### config.mk
export PLATFORM = sky130hd
export DESIGN_NAME = veda_fetch
export DESIGN_NICKNAME = d
export VERILOG_FILES = /design/src/rtl/veda_fetch.sv
export SDC_FILE = /design/constraint.sdc
export NUM_CORES = 1
export LEC_CHECK = 0
export CORE_MARGIN = 5
export CORE_UTILIZATION = 37
export DETAILED_ROUTE_END_ITERATION = 10
export PLACE_DENSITY = 0.77
export SKIP_CTS_REPAIR_TIMING = 1
export SYNTH_ARGS = -nofsm -noshare
export SYNTH_HDL_FRONTEND = slang
export SYNTH_SLANG_ARGS = --single-unit
### constraint.sdc
create_clock -name clk -period 1.7 [get_ports clk]
set_clock_uncertainty 0.1 [all_clocks]
set_input_delay 0.34 -clock clk [delete_from_list [all_inputs] [get_ports clk]]
set_output_delay 0.34 -clock clk [all_outputs]
set_load 0.01 [all_outputs]
### src/rtl/veda_fetch.sv
// VEDA instruction fetch stage: holds the PC, reads instruction memory combinationally and
// registers the fetched word for decode. Stops on the halt opcode or an out-of-range PC until redirected.
module veda_fetch #(
    parameter int                ADDR_W     = 9,
    parameter int                DATA_W     = 32,
    parameter int                IMEM_DEPTH = 200,
    parameter logic [ADDR_W-1:0] RESET_PC   = '0,
    parameter logic [5:0]        HALT_OP    = 6'b111111
) (
    input  logic              clk,
    input  logic              rst,
    output logic [ADDR_W-1:0] imem_addr,
    output logic              imem_mode,
    output logic              imem_w_en,
    output logic [DATA_W-1:0] imem_datain,
    input  logic [DATA_W-1:0] imem_dataout,
    input  logic              stall,
    input  logic              branch_taken,
    input  logic [ADDR_W-1:0] branch_target,
    output logic [DATA_W-1:0] instr,
    output logic [ADDR_W-1:0] instr_pc,
    output logic              instr_valid,
    output logic              halted,
    output logic              fault
);

    typedef enum logic [1:0] {
        S_RUN,
        S_HALT,
        S_FAULT
    } state_t;

    // One extra bit so the depth limit still compares correctly when it equals 2**ADDR_W.
    localparam logic [ADDR_W:0] DEPTH_LIMIT = (ADDR_W + 1)'(IMEM_DEPTH);

    state_t            r_state;
    state_t            w_state_next;
    logic [ADDR_W-1:0] r_pc;
    logic [DATA_W-1:0] r_instr;
    logic [ADDR_W-1:0] r_instr_pc;
    logic              r_instr_valid;
    logic              w_pc_oob;
    logic              w_is_halt;
    logic              w_advance;

    // The fault test never looks at memory content, so it takes precedence over the halt test.
    assign w_pc_oob  = {1'b0, r_pc} >= DEPTH_LIMIT;
    assign w_is_halt = imem_dataout[DATA_W-1 -: 6] == HALT_OP;
    assign w_advance = (r_state == S_RUN) && !branch_taken && !stall;

    // NOTE: state lives in always_ff with non-blocking assignments so every flop samples pre-edge values.
    always_ff @(posedge clk) begin
        if (rst) begin
            r_state <= S_RUN;
        end else begin
            r_state <= w_state_next;
        end
    end

    // NOTE: the default assignment first keeps this block purely combinational (no latch).
    always_comb begin
        w_state_next = r_state;
        if (branch_taken) begin
            w_state_next = S_RUN;
        end else if (w_advance) begin
            if (w_pc_oob) begin
                w_state_next = S_FAULT;
            end else if (w_is_halt) begin
                w_state_next = S_HALT;
            end
        end
    end

    always_comb begin
        halted = 1'b0;
        fault  = 1'b0;
        case (r_state)
            S_HALT:  halted = 1'b1;
            S_FAULT: fault  = 1'b1;
            default: ;
        endcase
    end

    // A redirect drops the in-flight word, leaving exactly one bubble before the target arrives.
    always_ff @(posedge clk) begin
        if (rst) begin
            r_pc          <= RESET_PC;
            r_instr       <= '0;
            r_instr_pc    <= '0;
            r_instr_valid <= 1'b0;
        end else if (branch_taken) begin
            r_pc          <= branch_target;
            r_instr_valid <= 1'b0;
        end else if (w_advance) begin
            if (w_pc_oob || w_is_halt) begin
                r_instr_valid <= 1'b0;
            end else begin
                r_instr       <= imem_dataout;
                r_instr_pc    <= r_pc;
                r_instr_valid <= 1'b1;
                r_pc          <= r_pc + 1'b1;
            end
        end
    end

    assign imem_addr   = r_pc;
    assign imem_mode   = 1'b1;
    assign imem_w_en   = 1'b0;
    assign imem_datain = '0;
    assign instr       = r_instr;
    assign instr_pc    = r_instr_pc;
    assign instr_valid = r_instr_valid;

endmodule
Word level (Yosys, flattened, before mapping)
Index checks and enable logic that the tools add are counted.

word-level totals
  register bits = 53
  latch bits = 0
  bits in writable memories = 0
  bits in read-only memories = 0
  input port bits = 45
  output and inout port bits = 87
  logic and storage cells = 33
  memories = 0

operators by class
  add/sub/neg operators = 1
  multipliers = 0
  div/mod/pow operators = 0
  order comparisons = 1
  eq/ne operators = 4
  shift-type cells = 0
  muxes and demuxes = 8
  bitwise operators = 2
  reduce and logical (&&, ||, !) cells = 12

operators with widths
  cell                                                               number
  two-way mux 9 bit                                                  3
  adder 9 x 1 -> 9 bit, second input constant                        1
  greater-or-equal comparator 9 x 8 -> 1 bit, second input constant  1
  == test 6 bit, second input constant                               1
  two-way mux 2 bit                                                  2
  AND reduction 2 bit                                                2
  nonzero test 2 bit                                                 2
  two-way mux 1 bit                                                  3
  AND reduction 3 bit                                                1
  == test 2 x 1 -> 1 bit, second input constant                      1
  == test 2 bit, second input constant                               1
  logical AND 1 bit                                                  2
  zero test 1 bit                                                    2
  zero test 2 bit                                                    1
  inequality test 2 bit, second input constant                       1
  NOT 1 bit                                                          2
  OR reduction 2 bit                                                 1
  logical OR 1 bit                                                   1

Logic depth before layout (Yosys ltp)
  depth in word-level cells = 5
  mapped depth = 6
  gate-level depth less buffers = 4

Least setup slack after synthesis
Ideal clock, no wire load.

  path type = reg-to-reg
  start point = register r_pc[3] (netlist: imem_addr[3])
  end point = register r_pc[6] (netlist: imem_addr[6])
  library setup time = 0.091 ns
  arrival = 1.586 ns
  data required time = 1.509 ns
  path slack = -0.077 ns
  cell stages (with the launch flop) = 5
  buffers on the path = 0
  clock period less this slack = 1.777 ns
  cell sequence = dfxtp_1 o311ai_4 o211ai_4 or4_1 a311oi_1

between the ends
  word-level cells in the longest chain between the ends = 4
  elaborated cells on any way between the ends = 8
  those cells by class = add/sub (1); order compare (1); eq/ne (1); mux (3); reduce/logical (2)

ends and longest elaborated chain
  item                                                                                       line     RTL
  from (decl)                                                                                38       logic [ADDR_W-1:0] r_pc;
  from (signal assigned)                                                                     92       r_pc <= branch_target;
  from (signal assigned)                                                                     101      r_pc <= r_pc + 1'b1;
  adder 9 x 1 -> 9 bit / greater-or-equal comparator 9 x 8 -> 1 bit (equally long branches)  101, 47
  two-way mux 9 bit / logical OR 1 bit (equally long branches)                               95       if (w_pc_oob || w_is_halt) begin
  two-way mux 9 bit / inequality test 2 bit (equally long branches)                          n/a
  two-way mux 9 bit / AND reduction 2 bit (equally long branches)                            n/a

Parallel ways exist; a longest one is shown, timed or not. The select of a mux whose other input is x is not followed.
A chain may end at the register's enable or synchronous reset.

Worst setup path in the final report
  start point = register r_pc[3] (netlist: imem_addr[3])
  end point = register r_pc[0] (netlist: imem_addr[0])

between the ends
  word-level cells in the longest chain between the ends = 4

ends and longest elaborated chain
  item                                        line  RTL
  greater-or-equal comparator 9 x 8 -> 1 bit  47    assign w_pc_oob = {1'b0, r_pc} >= DEPTH_LIMIT;
  logical OR 1 bit                            95
  inequality test 2 bit (no source line)      n/a
  AND reduction 2 bit (no source line)        n/a

Every way passes these cells.

==> reports/metrics.yaml <==
run_status: "finished with violations"
violations: "negative setup slack"
startpoint_type: "register"
synth_top_area_cell: "dfxtp_1"
fin_nets: 468
fp.dieH_um: 95.2
power_switching_share_pct: 29.6
finalCoreUtilization_pct: 60.8
pwr-share-clk_pct: 27.1
drcViolationCount: 0
holdPathStages: 3
ant_nets: 0
p_leak_uw: 0.00181
wl_met1_um: 3820
cts_tree: "built"
setup_viol: 48
hold_class: "input pin to register"
cellPowerDensity_mw_per_mm2: 669
cp.required_ps: 1810
synth_cell_types: 37
crit_type: "register to register"
drv_cap: 0
viasPerCell: 5.45
crit_path_end_kind: "register"
async_flop_share_pct: 0
grt_usage_pct: 16.7
fin_crit_sh_pct: 110
power_frac_seq_pct: 46.4
ys.flop_type: "dfxtp_1"
root_buffer: "clkbuf_8"
fin_ws_ps: -170
placedCellCount: 502
avgRoutedWirePerCell_um: 17.3
comb_power_share_pct: 26.5
peakVddDrop_mv: 0.320
die_area_mm2: 0.00905
synth_edf_count: 0
clk_pin_slew_ps: 100
synth.avg_cell_area_um2: 8.63
start_util_pct: 37.6
p_int_uw: 2040
antenna_found_initial: 0
fmax_ghz: 0.535
yosysWarnings: 0
period_minus_slack_ps: 1870
netlist_area_mm2: 0.00268
crit_arrival_ps: 1980
pre_cts_ws_ps: -503
synth_area_leaders: "dfxtp_1, o31ai_1, nand4_1, buf_4, a21oi_1"
power.switching_uw: 858
synth_sequential_area_ratio_pct: 39.6
grt_pass1_wl_um: 12100
clock_sinks: 53
vias: 2841
dp_hpwl_um: 5610
placed_area_mm2: 0.00377
slew_viol_final: 0
insertion_delay_ps: 300
ys_ff_latch: 53
wl_met2_um: 4360
wl_um: 9010
routed-wl-met3_um: 743
die_w_um: 95.2
n_antenna_cell: 0
drt_first_iter_violations: 230
cts_buffers: 5
routabilityCongestion: 0.827
drt-pass1-iter-count: 4
area_growth_pct: 61.7
post-route-cell-area_mm2: 0.00434
synth_top_area_share_pct: 39.6
fin_cells: 521
grt_pass1_vias: 2523
cts_buffer_depth: 2
rows: 31
top_layer: "met4"
core_mm2: 0.00714
io_pins: 132
grt_overflow: 0
io_buffers: 97
worstRegToRegCells: 7
cp_max_fo: 6
layout-drive-gt1-share_pct: 23.9
rsz0062_at_grt: "true"
grt_start_max_net_pins: 52
hold_viol_final: 0
htreeDepth: 2
netlist_instances: 311
holdWs_ps: 262
[synth_stat cells, drive strengths merged (2+ instances only)]
cell	count
dfxtp	53
buf	42
a21oi	41
nand4	41
o31ai	41
clkbuf	28
inv	6
nor2	6
nor3	6
a311oi	5
nand2	5
o21ai	4
mux2i	3
nor2b	3
o21a	3
conb	2
ha	2
nand2b	2
or3	2
or4	2
[final cells by class]
cell class	count	area [um^2]
Clock inverter	1	5.00
Timing Repair Buffer	140	1460
Inverter	6	22.5
Multi-Input combinational cell	215	1550
Sequential cell	53	1080
Clock buffer	7	96.3
Tap cell	99	124
Fill cell	606	2800
[worst max-delay path: stages (launching register included)]
cell and delay, ps:
dfxtp_2 340, o311ai_4 330, buf_4 170, buf_6 100
o211a_4 250, buf_6 130, nand3_2 70, a311oi_1 280
[registers in the layout, indices dropped and copies added (netlist names)]
signal,cells
instr_pc,9
imem_addr,9
instr_valid,1
instr,32
r_state,2
[per-stage QoR]
step / TNS [ps] / power, uW
detailed placement: -19990 / 2010
global route: -7680 / 3030
finish: -4360 / 2900
CTS: -10180 / 2780
global placement: -18680 / 2000
floorplan: -182 / 1730
[power groups by stage]
stage / Clock, uW / Sequential [uW] / Combinational, uW
finish: 788 / 1350 / 768
global route: 854 / 1350 / 818
CTS: 799 / 1340 / 643
detailed placement: 0 / 1370 / 640
global placement: 0 / 1370 / 631
floorplan: 0 / 1400 / 329
[routing by layer]
| layer | up-vias | track usage [%] |
|---|---|---|
| met2 | 154 | 27.4 |
| met1 | 1352 | 21.4 |
| met3 | 10 | 4.42 |
| li1 | 1325 | - |
| met4 | 0 | 4.81 |
| met5 | - | 0 |
[cell usage in the layout (no fill, tap or decap), types with 4 or more instances in the layout]
master           Yosys  routed
a21oi_2              0       4
o31ai_1             41      20
buf_6                0       5
buf_4               34      30
dfxtp_2              0       6
o31ai_2              0      20
dfxtp_1             53      45
nor2_1               6       6
inv_1                6       6
dlymetal6s2s_1       0      20
a311oi_1             5       4
nand4_1             41      41
a21oi_1             41      37
clkdlybuf4s50_1      0      75
nand2_1              5       4
clkbuf_8             0       7
conb_1               2      34
o21ai_1              4       4
buf_12               0       4
[worst paths after layout]
path              slack [ps]           end              from
setup / recovery        -170  imem_addr[0]      imem_addr[3]
hold / removal           260     instr[27]  imem_dataout[27]
setup reg to reg        -170  imem_addr[0]      imem_addr[3]
hold reg to reg          370   instr_pc[3]       instr_pc[3]
[logic make-up (layout without fill, tap and decap cells)]
group	count (synthesis)	count (layout)	share of synthesized area (%)
compound gates	103	104	26.4
fa+ha+maj	2	2	0.933
buf+inv	76	154	15.7
flops	53	53	39.6
mux	3	3	1.12
other cells	2	34	0.280
simple gates	72	72	16.0
(Power assumes the default switching activity.)
